**src/rtl/tsp_board_pkg.sv**
```systemverilog
// Shared board-level types and default timing constants for the TSP Zedboard wrapper.
package tsp_board_pkg;

  typedef enum logic {
    SHOW_DATA = 1'b0,
    SHOW_PAGE = 1'b1
  } monitor_state_t;

  localparam int unsigned CLK_HZ      = 100_000_000;
  localparam int unsigned DEBOUNCE_MS = 10;
  localparam int unsigned FLASH_MS    = 500;

endpackage

```
**src/rtl/tsp_btn_debounce.sv**
```systemverilog
// Button synchroniser and debouncer; emits a one-cycle pulse on the accepted rising level.
module tsp_btn_debounce
  import tsp_board_pkg::*;
#(
  parameter  int unsigned CYCLES = CLK_HZ / 1000 * DEBOUNCE_MS,
  localparam int unsigned CNT_W  = $clog2(CYCLES)
) (
  input  logic clk,
  input  logic rst_n,
  input  logic btn,
  output logic rise
);

  logic             sync0;
  logic             sync1;
  logic             btn_db;
  logic             armed;
  logic [1:0]       fill;
  logic [CNT_W-1:0] cnt;
  logic             accept;

  assign accept = (sync1 != btn_db) && (cnt == CNT_W'(CYCLES - 1));
  assign rise   = accept && sync1 && armed;

  // A press still held when reset releases is debounced but not reported:
  // reporting is armed only once a released level has been seen after reset.
  always_ff @(posedge clk or negedge rst_n) begin
    if (!rst_n) begin
      sync0  <= 1'b0;
      sync1  <= 1'b0;
      btn_db <= 1'b0;
      armed  <= 1'b0;
      fill   <= '0;
      cnt    <= '0;
    end else begin
      sync0 <= btn;
      sync1 <= sync0;
      fill  <= {fill[0], 1'b1};
      if (sync1 == btn_db) begin
        cnt <= '0;
      end else if (accept) begin
        btn_db <= sync1;
        cnt    <= '0;
      end else begin
        cnt <= cnt + 1'b1;
      end
      if (fill[1] && !sync1 && !btn_db) begin
        armed <= 1'b1;
      end
    end
  end

endmodule

```
**src/rtl/tsp_led_monitor.sv**
```systemverilog
// Holds TSP status words and shows a selectable LED-wide slice; a button steps pages and flashes the index.
module tsp_led_monitor
  import tsp_board_pkg::*;
#(
  parameter  int unsigned NUM_CH          = 1,
  parameter  int unsigned WORD_W          = 32,
  parameter  int unsigned LED_W           = 8,
  parameter  int unsigned DEBOUNCE_CYCLES = CLK_HZ / 1000 * DEBOUNCE_MS,
  parameter  int unsigned FLASH_CYCLES    = CLK_HZ / 1000 * FLASH_MS,
  localparam int unsigned SLICES          = WORD_W / LED_W,
  localparam int unsigned PAGES           = NUM_CH * SLICES,
  localparam int unsigned PAGE_W          = (PAGES > 1) ? $clog2(PAGES) : 1
) (
  input  logic                     clk,
  input  logic                     rst_n,
  input  logic [NUM_CH*WORD_W-1:0] ch_data,
  input  logic [NUM_CH-1:0]        ch_valid,
  input  logic                     btn,
  output logic [LED_W-1:0]         led,
  output logic [PAGE_W-1:0]        page,
  output logic                     flashing
);

  localparam int unsigned FC_W = (FLASH_CYCLES > 1) ? $clog2(FLASH_CYCLES) : 1;

  if (NUM_CH < 1 || (WORD_W % LED_W) != 0 || PAGES > (2 ** LED_W)) begin : g_bad_cfg
    $error("tsp_led_monitor: invalid NUM_CH/WORD_W/LED_W combination");
  end

  monitor_state_t           state;
  monitor_state_t           state_nx;
  logic [PAGE_W-1:0]        page_nx;
  logic [FC_W-1:0]          fcnt;
  logic [FC_W-1:0]          fcnt_nx;
  logic [LED_W-1:0]         data_sel;
  logic [LED_W-1:0]         led_nx;
  logic [NUM_CH*WORD_W-1:0] hold;
  logic                     step;

  tsp_btn_debounce #(
    .CYCLES(DEBOUNCE_CYCLES)
  ) u_btn_debounce (
    .clk  (clk),
    .rst_n(rst_n),
    .btn  (btn),
    .rise (step)
  );

  always_ff @(posedge clk or negedge rst_n) begin
    if (!rst_n) begin
      hold <= '0;
    end else begin
      for (int unsigned c = 0; c < NUM_CH; c++) begin
        if (ch_valid[c]) begin
          hold[c*WORD_W +: WORD_W] <= ch_data[c*WORD_W +: WORD_W];
        end
      end
    end
  end

  // Channels are packed back to back, so page p is simply slice p of the flat hold vector.
  always_comb begin
    data_sel = '0;
    for (int unsigned p = 0; p < PAGES; p++) begin
      if (page_nx == PAGE_W'(p)) begin
        data_sel = hold[p*LED_W +: LED_W];
      end
    end
  end

  always_comb begin
    state_nx = state;
    page_nx  = page;
    fcnt_nx  = fcnt;
    if (step) begin
      page_nx  = (page == PAGE_W'(PAGES - 1)) ? '0 : page + 1'b1;
      state_nx = SHOW_PAGE;
      fcnt_nx  = FC_W'(FLASH_CYCLES - 1);
    end else begin
      unique case (state)
        SHOW_DATA: ;
        SHOW_PAGE: begin
          if (fcnt == '0) begin
            state_nx = SHOW_DATA;
          end else begin
            fcnt_nx = fcnt - 1'b1;
          end
        end
        default: state_nx = SHOW_DATA;
      endcase
    end
    led_nx = (state_nx == SHOW_PAGE) ? LED_W'(page_nx) : data_sel;
  end

  always_ff @(posedge clk or negedge rst_n) begin
    if (!rst_n) begin
      state    <= SHOW_DATA;
      page     <= '0;
      fcnt     <= '0;
      led      <= '0;
      flashing <= 1'b0;
    end else begin
      state    <= state_nx;
      page     <= page_nx;
      fcnt     <= fcnt_nx;
      led      <= led_nx;
      flashing <= (state_nx == SHOW_PAGE);
    end
  end

endmodule

```
**config.mk**
```make
export PLATFORM = sky130hd
export DESIGN_NAME = tsp_led_monitor
export DESIGN_NICKNAME = d
export VERILOG_FILES = /design/src/rtl/tsp_board_pkg.sv /design/src/rtl/tsp_btn_debounce.sv /design/src/rtl/tsp_led_monitor.sv
export SDC_FILE = /design/constraint.sdc
export NUM_CORES = 1
export LEC_CHECK = 0
export ABC_CLOCK_PERIOD_IN_PS = 5450
export CAP_MARGIN = 0
export CORE_ASPECT_RATIO = 1.5
export CORE_UTILIZATION = 45
export CTS_CLUSTER_SIZE = 28
export DETAILED_ROUTE_END_ITERATION = 12
export GPL_ROUTABILITY_DRIVEN = 0
export PLACE_DENSITY_LB_ADDON = 0.25
export SYNTH_ARGS = -nofsm -noshare
export SYNTH_HDL_FRONTEND = slang
export SYNTH_SLANG_ARGS = --single-unit
```
**constraint.sdc**
```tcl
create_clock -name clk -period 5.45 [get_ports clk]
set_input_delay 1.09 -clock clk [delete_from_list [all_inputs] [get_ports clk]]
set_output_delay 1.09 -clock clk [all_outputs]
set_load 0.05 [all_outputs]
```
Yosys cells after proc, flatten, opt, wreduce, memory -nomap -nowiden:

Cells that the tools add are included.
Widths: inputs -> output; s select.

* muxes and demuxes: 15
* equality and inequality tests: 8
* bitwise operators: 1
* reductions and logical operators: 12
* add/subtract/negate cells: 3

Operators with widths (count)
* $mux 26: 3
* $mux 20: 2
* $mux 8: 5
* $logic_not 26->1: 1
* $sub 26x1->26 const B: 1
* $add 20x1->20 const B: 1
* $eq 20x20->1 const B: 1
* $eq 2x2->1 const B: 3
* $logic_and 1x1->1: 5
* $mux 2: 2
* $reduce_and 2->1: 2
* $mux 1: 3
* $add 2x1->2 const B: 1
* $eq 2x1->1 const B: 1
* $logic_not 1->1: 2
* $logic_not 2->1: 1
* $ne 2x2->1 const B: 1
* $reduce_bool 2->1: 1
* $eq 1x1->1: 1
* $ne 1x1->1: 1
* $not 1->1: 1

* register bits: 95
* logic and storage cells: 50
* output and inout port bits: 11
* input bits: 36

Logic depth before layout (Yosys ltp):

Gate-level depths: netlist (run 1).

* depth after elaboration: 11
* gate-level depth with buffers: 8
* depth with buffers taken out: 7

By module:

Synthesis (run 1) repeated with hierarchy kept, for this count alone.

* cell total of the unflattened synthesis: 367
* area, all modules: 4390.5 um^2

Modules (own cells, without submodules)
* tsp_led_monitor: area an instance 3139.3 um^2, instances 1, cells an instance 254
* tsp_btn_debounce: area an instance 1251.2 um^2, instances 1, cells an instance 113

Worst setup path before layout (run 1):

No wires, ideal clock.

* kind: register -> register
* start: register fcnt[0]
* end: register fcnt[19]
* data required time: 5316 ps
* path slack: 3243 ps
* cell stages (with the launch flop): 9
* arrival time: 2073 ps
* clock period less this slack: 2207 ps
* path through: dfrtp_1 > inv_1 > ha_1 > or4b_2 > clkbuf_1 > nor4_4 > nor4b_1 > xnor2_1 > nand2_1

* longest elaborated chain between the ends: 4
* elaborated cells between the ends (all ways): 7
* classes of those cells: 1 x add/sub; 1 x eq/ne; 3 x mux; 2 x reduce/logical

RTL lines
* from (decl): line tsp_led_monitor.sv:33 `logic [FC_W-1:0] fcnt;`
* from (signal assigned): line tsp_led_monitor.sv:105 `fcnt <= fcnt_nx;`
* $sub 26x1->26: line tsp_led_monitor.sv:86 `fcnt_nx = fcnt - 1'b1;`
* $mux 26: line tsp_led_monitor.sv:83 `if (fcnt == '0) begin`
* $mux 26: line tsp_led_monitor.sv:80 `unique case (state)`
* $mux 26: line tsp_led_monitor.sv:75 `if (step) begin`

Parallel ways exist; a longest one is shown, timed or not. The select of a mux whose other input is x is not followed.
A chain may end at the register's enable or synchronous reset.

==> results of run 1 <==
-- stage by stage --
stage,setup slack [ns],area (um^2),instances
6_report,2.359,5269,549
3_3_place_gp,2.729,4994,534
2_1_floorplan,3.243,4476,391
3_5_place_dp,2.662,4994,534
4_1_cts,2.352,5269,549
5_1_grt,2.289,5269,549
-- registers in the layout, indices dropped and copies added, names as in the netlist --
| signal | count |
|---|---|
| u_btn_debounce.sync1 | 1 |
| u_btn_debounce.fill | 2 |
| u_btn_debounce.armed | 1 |
| state | 1 |
| hold | 32 |
| u_btn_debounce.cnt | 20 |
| page | 2 |
| u_btn_debounce.btn_db | 1 |
| fcnt | 26 |
| u_btn_debounce.sync0 | 1 |
| led | 8 |
-- logic make-up after synthesis --
logic type	after synthesis	share of synthesized area, %
AO/OA/AOI/OAI	31	5.535
XOR/XNOR	39	7.632
adder cells (fa/ha/maj)	3	0.8388
buffers and inverters	25	2.628
flip-flops	95	53.12
multiplexers	44	11.88
other	1	0.08379
AND/OR/NAND/NOR	153	18.28
-- path summary, 6_finish.rpt --
check	end	cells past startpoint	start	slack, ns
setup / recovery	flashing	1	state	2.36
hold / removal	u_btn_debounce.sync1	0	u_btn_debounce.sync0	0.36
setup reg to reg	led[1]	7	fcnt[0]	2.63
hold reg to reg	u_btn_debounce.sync1	0	u_btn_debounce.sync0	0.36
max in group asynchronous	fcnt[25]	2	rst_n	3.66
min in group asynchronous	u_btn_debounce.cnt[14]	1	rst_n	0.71
-- power groups by stage --
stage                     combinational, uW  clock (uW)  sequential (uW)
final                                   126         582              755
after global routing                    137         623              759
after CTS                               128         599              756
after detailed placement                128           0              769
after global placement                  126           0              768
after floorplan                        47.8           0              784
-- synthesized netlist by cell type (all sizes together) (3+ instances only) --
master	number
o32ai	4
nand3	12
nand2	26
xor2	18
and3	9
buf	8
or4	4
o21ai	4
nand2b	3
nand4	9
dfrtp	95
mux2	40
a21o	4
inv	5
ha	3
mux4	3
xnor2	21
and4	4
a21oi	3
nor4	10
nor4b	4
o211ai	7
nor2	45
or3	3
clkbuf	12
nor3	16
-- metal layers --
layer	track usage, %	share of wire [%]
met1	21.12	42
met2	32.38	51
met3	4.374	4.5
met4	10.06	2.9
met5	0	0
-- layout make-up --
| class | instances | share of cell area [%] |
|---|---|---|
| sequential | 95 | 45.12 |
| multi-input combinational | 271 | 37.59 |
| timing repair buffer | 48 | 8.977 |
| clock buffer | 11 | 4.607 |
| tap | 115 | 2.731 |
| clock inverter | 4 | 0.6174 |
| inverter | 5 | 0.3562 |
-- placed cells by master, fill, tap and decap left out, types with 2 or more instances in the layout --
cell type	instances
a211o_1	2
a21o_1	4
a21oi_1	3
and3_1	9
and4_1	4
buf_4	3
clkbuf_16	9
clkdlybuf4s50_1	45
clkinv_4	2
clkinvlp_4	2
dfrtp_1	95
ha_1	3
inv_1	5
mux2_2	38
mux4_2	3
nand2_1	25
nand2b_1	3
nand3_1	12
nand4_1	9
nand4b_1	2
nor2_1	44
nor3_1	16
nor4_1	8
nor4b_1	4
o2111ai_1	2
o211ai_1	5
o211ai_2	2
o21a_1	2
o21ai_1	2
o32ai_1	4
or3_1	2
or4_1	3
xnor2_1	21
xor2_1	18
==> impl_metrics.csv, run 1 <==
group,metric,value,unit
synthesis,synth_area,4476,um^2
route,via_count,3041,
power_and_ir_drop,p_clk_share,39.8,%
status,status,"finished, final reports clean",
die,die_y,124.1,um
worst_setup_path,start_kind,"flop",
timing,maxSlewHeadroom,39.40,%
power_and_ir_drop,swShare,23.11,%
global_routing,grt_pass1_wl,14.76,mm
worst_setup_path,worstPathRequired,4.36,ns
final_layout,num-fill-cells,862,
final_layout,final_net_count,469,
cts,tritoncts,"built",
worst_setup_path,crit_family,"buffers and inverters",
synthesis,synth_top_area_share,53.12,%
timing,skew,0.008830,ns
route,drtAntennaViolNets,0,
timing,tightest_slew,0.9064,ns
synthesis,postSynthAreaPerCell,11.45,um^2
synthesis,synthTopCellsByArea,"dfrtp_1 (53%), mux2_2 (9.6%), xnor2_1 (4.1%)",
run,cap_violations,0,
power_and_ir_drop,pwr-share-comb,8.6,%
route,drt_first_pass_iters,4,
timing,tns,0,ns
final_layout,drive_above_1_share,16.13,%
timing,fmax,323.5,MHz
global_routing,grt_pass1_vias,3164,
power_and_ir_drop,p_total,1463,uW
placed_design,dp_hpwl,6.018,mm
cts,cts-resized-gates,0,
worst_setup_path,criticalPathCategory,"flop to output pin",
cts,holdBufCountCts,0,
global_routing,grt_overflow,0,
final_layout,regArea,2377,um^2
cts,ctsHtreeMaxLevel,3,
power_and_ir_drop,power_density,277.6,nW/um^2
final_layout,post-route-util,54.38,%
synthesis,synth_cell_type_count,54,
synthesis,synth-edff-count,0,
cts,cts_buffers,9,
worst_setup_path,cpMaxStageDelayCell,"clkdlybuf4s50_1",
synthesis,yosysTopAreaCell,"dfrtp_1",
final_layout,multi_input_area,1981,um^2
timing,rsz0062_at_grt,"false",
die,die_area,10360,um^2
hold_path,hold_class,"flop to flop",
route,wl_per_cell,15.66,um
synthesis,ys_seq_area_share,53.12,%
cts,cts_max_path_buffers,2,
synthesis,synthFlopType,"dfrtp_1",
route,drtIter0Drc,178,
power_and_ir_drop,leakage,0.002318,uW
synthesis,synthArstFlopShare,100.0,%
synthesis,synth-seq-cells,95,
cts,path_clk_slew,0.06,ns
die,io_pins,47,
timing,fin_hold_ws,0.3570,ns
final_layout,area_delta_synth_final,17.72,%
die,die_w,83.43,um
synthesis,synthCells,391,
cts,clock-sinks,95,
synthesis,yosys_warnings,0,
worst_setup_path,critPathCaptureType,"output pin",
worst_setup_path,critPathMaxFanout,16,
final_layout,antenna_cells,0,
die,start_util,46.19,%
worst_setup_path,cpPeakStageDelay,0.92,ns
global_routing,grt_start_max_net_pins,56,
cts,ctsRootBufferMaster,"clkbuf_16",
timing,hold_viol_final,0,
synthesis,syn-num-nets,430,
route,route.final.wire_length,8.599,mm
power_and_ir_drop,seqPwrFrac,51.6,%
route,drcViolationCount,0,
placed_design,port_buffers,46,
die,num_rows,44,
power_and_ir_drop,p_int,1125,uW
power_and_ir_drop,ir_drop,0.1616,mV
timing,final.period_utilization,56.72,%
route,via_per_inst,5.539,
worst_setup_path,arrival,2.00,ns
worst_setup_path,critPathBufInv,1,
timing,drv_slew,0,
global_routing,antenna_found_initial,0,
cts,clk_latency,0.34,ns
worst_setup_path,cp_cell_sequence,"clkdlybuf4s50_1",
power_and_ir_drop,p_sw,338.1,uW
global_routing,grtUsageTotal,18.52,%
die,coreArea,9689,um^2
timing,period_needed,3.091,ns
cts,post_cts_buffers,0,
timing,setup_violations,0,
Note: power is estimated with default switching activity, not from simulation.
==> inputs of run 2 (changes only) <==
--- a/config.mk
+++ b/config.mk
@@ -5,7 +5,7 @@
 export SDC_FILE = /design/constraint.sdc
 export NUM_CORES = 1
 export LEC_CHECK = 0
-export ABC_CLOCK_PERIOD_IN_PS = 5450
+export ABC_CLOCK_PERIOD_IN_PS = 2700
 export CAP_MARGIN = 0
 export CORE_ASPECT_RATIO = 1.5
 export CORE_UTILIZATION = 45
==> constraint.sdc (replaced) <==
create_clock -name clk -period 2.7 [get_ports clk]
set_input_delay 0.54 -clock clk [delete_from_list [all_inputs] [get_ports clk]]
set_output_delay 0.54 -clock clk [all_outputs]
set_load 0.05 [all_outputs]
==> impl_metrics.csv, run 2 (same netlist as run 1, synthesis figures left out) <==
group,metric,value,unit
global_routing,grt_overflow,0,
timing,skew,0.01076,ns
final_layout,drive_above_1_share,18.61,%
global_routing,grt_start_max_net_pins,34,
worst_setup_path,critPathMaxFanout,7,
worst_setup_path,crit_family,"simple AND/OR/NAND/NOR gates",
cts,cts_buffers,9,
route,wl_per_cell,15.83,um
final_layout,num-fill-cells,861,
global_routing,grtUsageTotal,18.83,%
worst_setup_path,worstPathRequired,2.93,ns
route,drt_first_pass_iters,5,
power_and_ir_drop,seqPwrFrac,50.4,%
placed_design,dp_cells,545,
final_layout,final_net_count,480,
placed_design,port_buffers,46,
die,die_w,83.43,um
cts,tritoncts,"built",
route,wl_met2,4.637,mm
power_and_ir_drop,p_sw,727.6,uW
worst_setup_path,cpMaxStageDelayCell,"or4b_2",
power_and_ir_drop,p_int,2289,uW
global_routing,grt_pass1_vias,3214,
power_and_ir_drop,leakage,0.002391,uW
cts,post_cts_buffers,0,
route,top_layer_used,"met4",
worst_setup_path,r2r_end,"fcnt[23]",
cts,ctsHtreeMaxLevel,3,
timing,fmax,433.5,MHz
power_and_ir_drop,ir_drop,0.3822,mV
route,drtAntennaViolNets,0,
power_and_ir_drop,p_clk_share,41.0,%
final_layout,largest_registers,"hold: 32 flops, fcnt: 26 flops, u_btn_debounce.cnt: 20 flops",
global_routing,antenna_found_initial,0,
timing,drv_slew,0,
worst_setup_path,cp_cell_sequence,"inv_1 > ha_1 > or4b_2 > nor4_4 > nor4b_1 > xnor2_1 > nand2_1",
route,via_per_inst,5.560,
power_and_ir_drop,power_density,562.2,nW/um^2
final_layout,post-route-util,55.38,%
die,die_y,124.1,um
cts,clock-sinks,95,
timing,tns,0,ns
hold_path,hold_class,"input port to asynchronous set/reset pin",
worst_setup_path,critPathBufInv,1,
die,die_area,10360,um^2
power_and_ir_drop,swShare,24.12,%
route,wirelength_met1,3.623,mm
route,route.final.wire_length,8.881,mm
final_layout,antenna_cells,0,
power_and_ir_drop,pwr-share-comb,8.6,%
route,via_count,3119,
cts,cts-resized-gates,0,
timing,hold_viol_final,0,
worst_setup_path,r2r_slack,0.39,ns
timing,rsz0062_at_grt,"false",
final_layout,area_delta_synth_final,19.91,%
worst_setup_path,critPathCaptureType,"flop",
die,coreArea,9689,um^2
die,num_rows,44,
final_layout,largest-register,"hold",
final_layout,fin_cells,561,
timing,final.period_utilization,85.43,%
worst_setup_path,r2r_start,"fcnt[0]",
cts,cts_max_path_buffers,2,
cts,path_clk_slew,0.07,ns
final_layout,layout_commonest_cell,"dfrtp_1",
cts,holdBufCountCts,0,
final_layout,regArea,2377,um^2
worst_setup_path,reg2regPathDepth,7,
timing,setup_violations,0,
final_layout,final_cell_mix,"dfrtp_1 (95), clkdlybuf4s50_1 (45), nor2_1 (44)",
timing,period_needed,2.307,ns
route,route.met3.wl,380,um
timing,maxSlewHeadroom,57.72,%
status,status,"finished, final reports clean",
route,drcViolationCount,0,
worst_setup_path,arrival,2.54,ns
final_layout,multi_input_area,1981,um^2
final_layout,fin_area,5366,um^2
global_routing,grt_pass1_wl,15.15,mm
placed_design,dp_hpwl,6.271,mm
placed_design,place_area,5076,um^2
worst_setup_path,start_kind,"flop",
final_layout,largest_reg_flops,32,
run,cap_violations,0,
worst_setup_path,cpPeakStageDelay,0.74,ns
cts,ctsRootBufferMaster,"clkbuf_16",
timing,tightest_slew,0.6284,ns
route,drtIter0Drc,170,
cts,clk_latency,0.35,ns
worst_setup_path,criticalPathCategory,"flop to flop",
die,io_pins,47,
die,start_util,46.19,%
## run 2: changes by cell type in the layout (fill, tap and decap cells not counted)
cell        delta
inv_6          +2
inv_8          +1
clkinv_2       +1
clkbuf_1       -1
buf_4         +11
clkinvlp_4     -2
## run 2: worst reg2reg max path: stages (launching register included)
cell     delay (ns)
dfrtp_1        0.39
inv_1          0.10
ha_1           0.20
or4b_2         0.74
nor4_4         0.43
nor4b_1        0.12
xnor2_1        0.15
nand2_1        0.06
## run 2: through the flow
step | setup slack, ns | power, uW | hold slack [ns]
after detailed placement | 0.3865 | 1813 | 0.3364
after global placement | 0.4427 | 1805 | 0.3314
after global routing | 0.2261 | 3129 | 0.1582
after CTS | 0.3722 | 3054 | 0.1350
final | 0.3934 | 3017 | 0.1252
after floorplan | 0.4933 | 1679 | 0.2444
## run 2: layer usage
metal / track usage [%] / vias up
li1: - / 1490
met1: 21.33 / 1544
met2: 33.04 / 65
met3: 4.042 / 20
met4: 10.91 / 0
met5: 0 / -
## run 2: final cells by class
type                    count  area share, %
multi-input cells         271          36.91
well taps                 115          2.681
inverters                   5         0.3497
flip-flops and latches     95          44.30
repair buffers             59          10.35
clock inverters             6         0.9559
clock buffers              10          4.453
## run 2: worst max-delay path by stage
stage / slack (ns) / cells after the start / from / endpoint
CTS: 0.37 / 7 / fcnt[0] / fcnt[23]
finish: 0.39 / 7 / fcnt[0] / fcnt[23]
detailed placement: 0.39 / 7 / fcnt[0] / fcnt[23]
global placement: 0.44 / 6 / fcnt[19] / fcnt[25]
global route: 0.23 / 7 / fcnt[0] / fcnt[23]
floorplan: 0.49 / 8 / fcnt[0] / fcnt[19]
## run 2: power by group through the flow
stage / clock network, uW / registers [uW] / logic (uW)
4_1_cts: 1270 / 1520 / 263
6_report: 1240 / 1520 / 258
3_5_place_dp: 0 / 1550 / 262
2_1_floorplan: 0 / 1580 / 96.4
5_1_grt: 1320 / 1530 / 283
3_3_place_gp: 0 / 1550 / 258
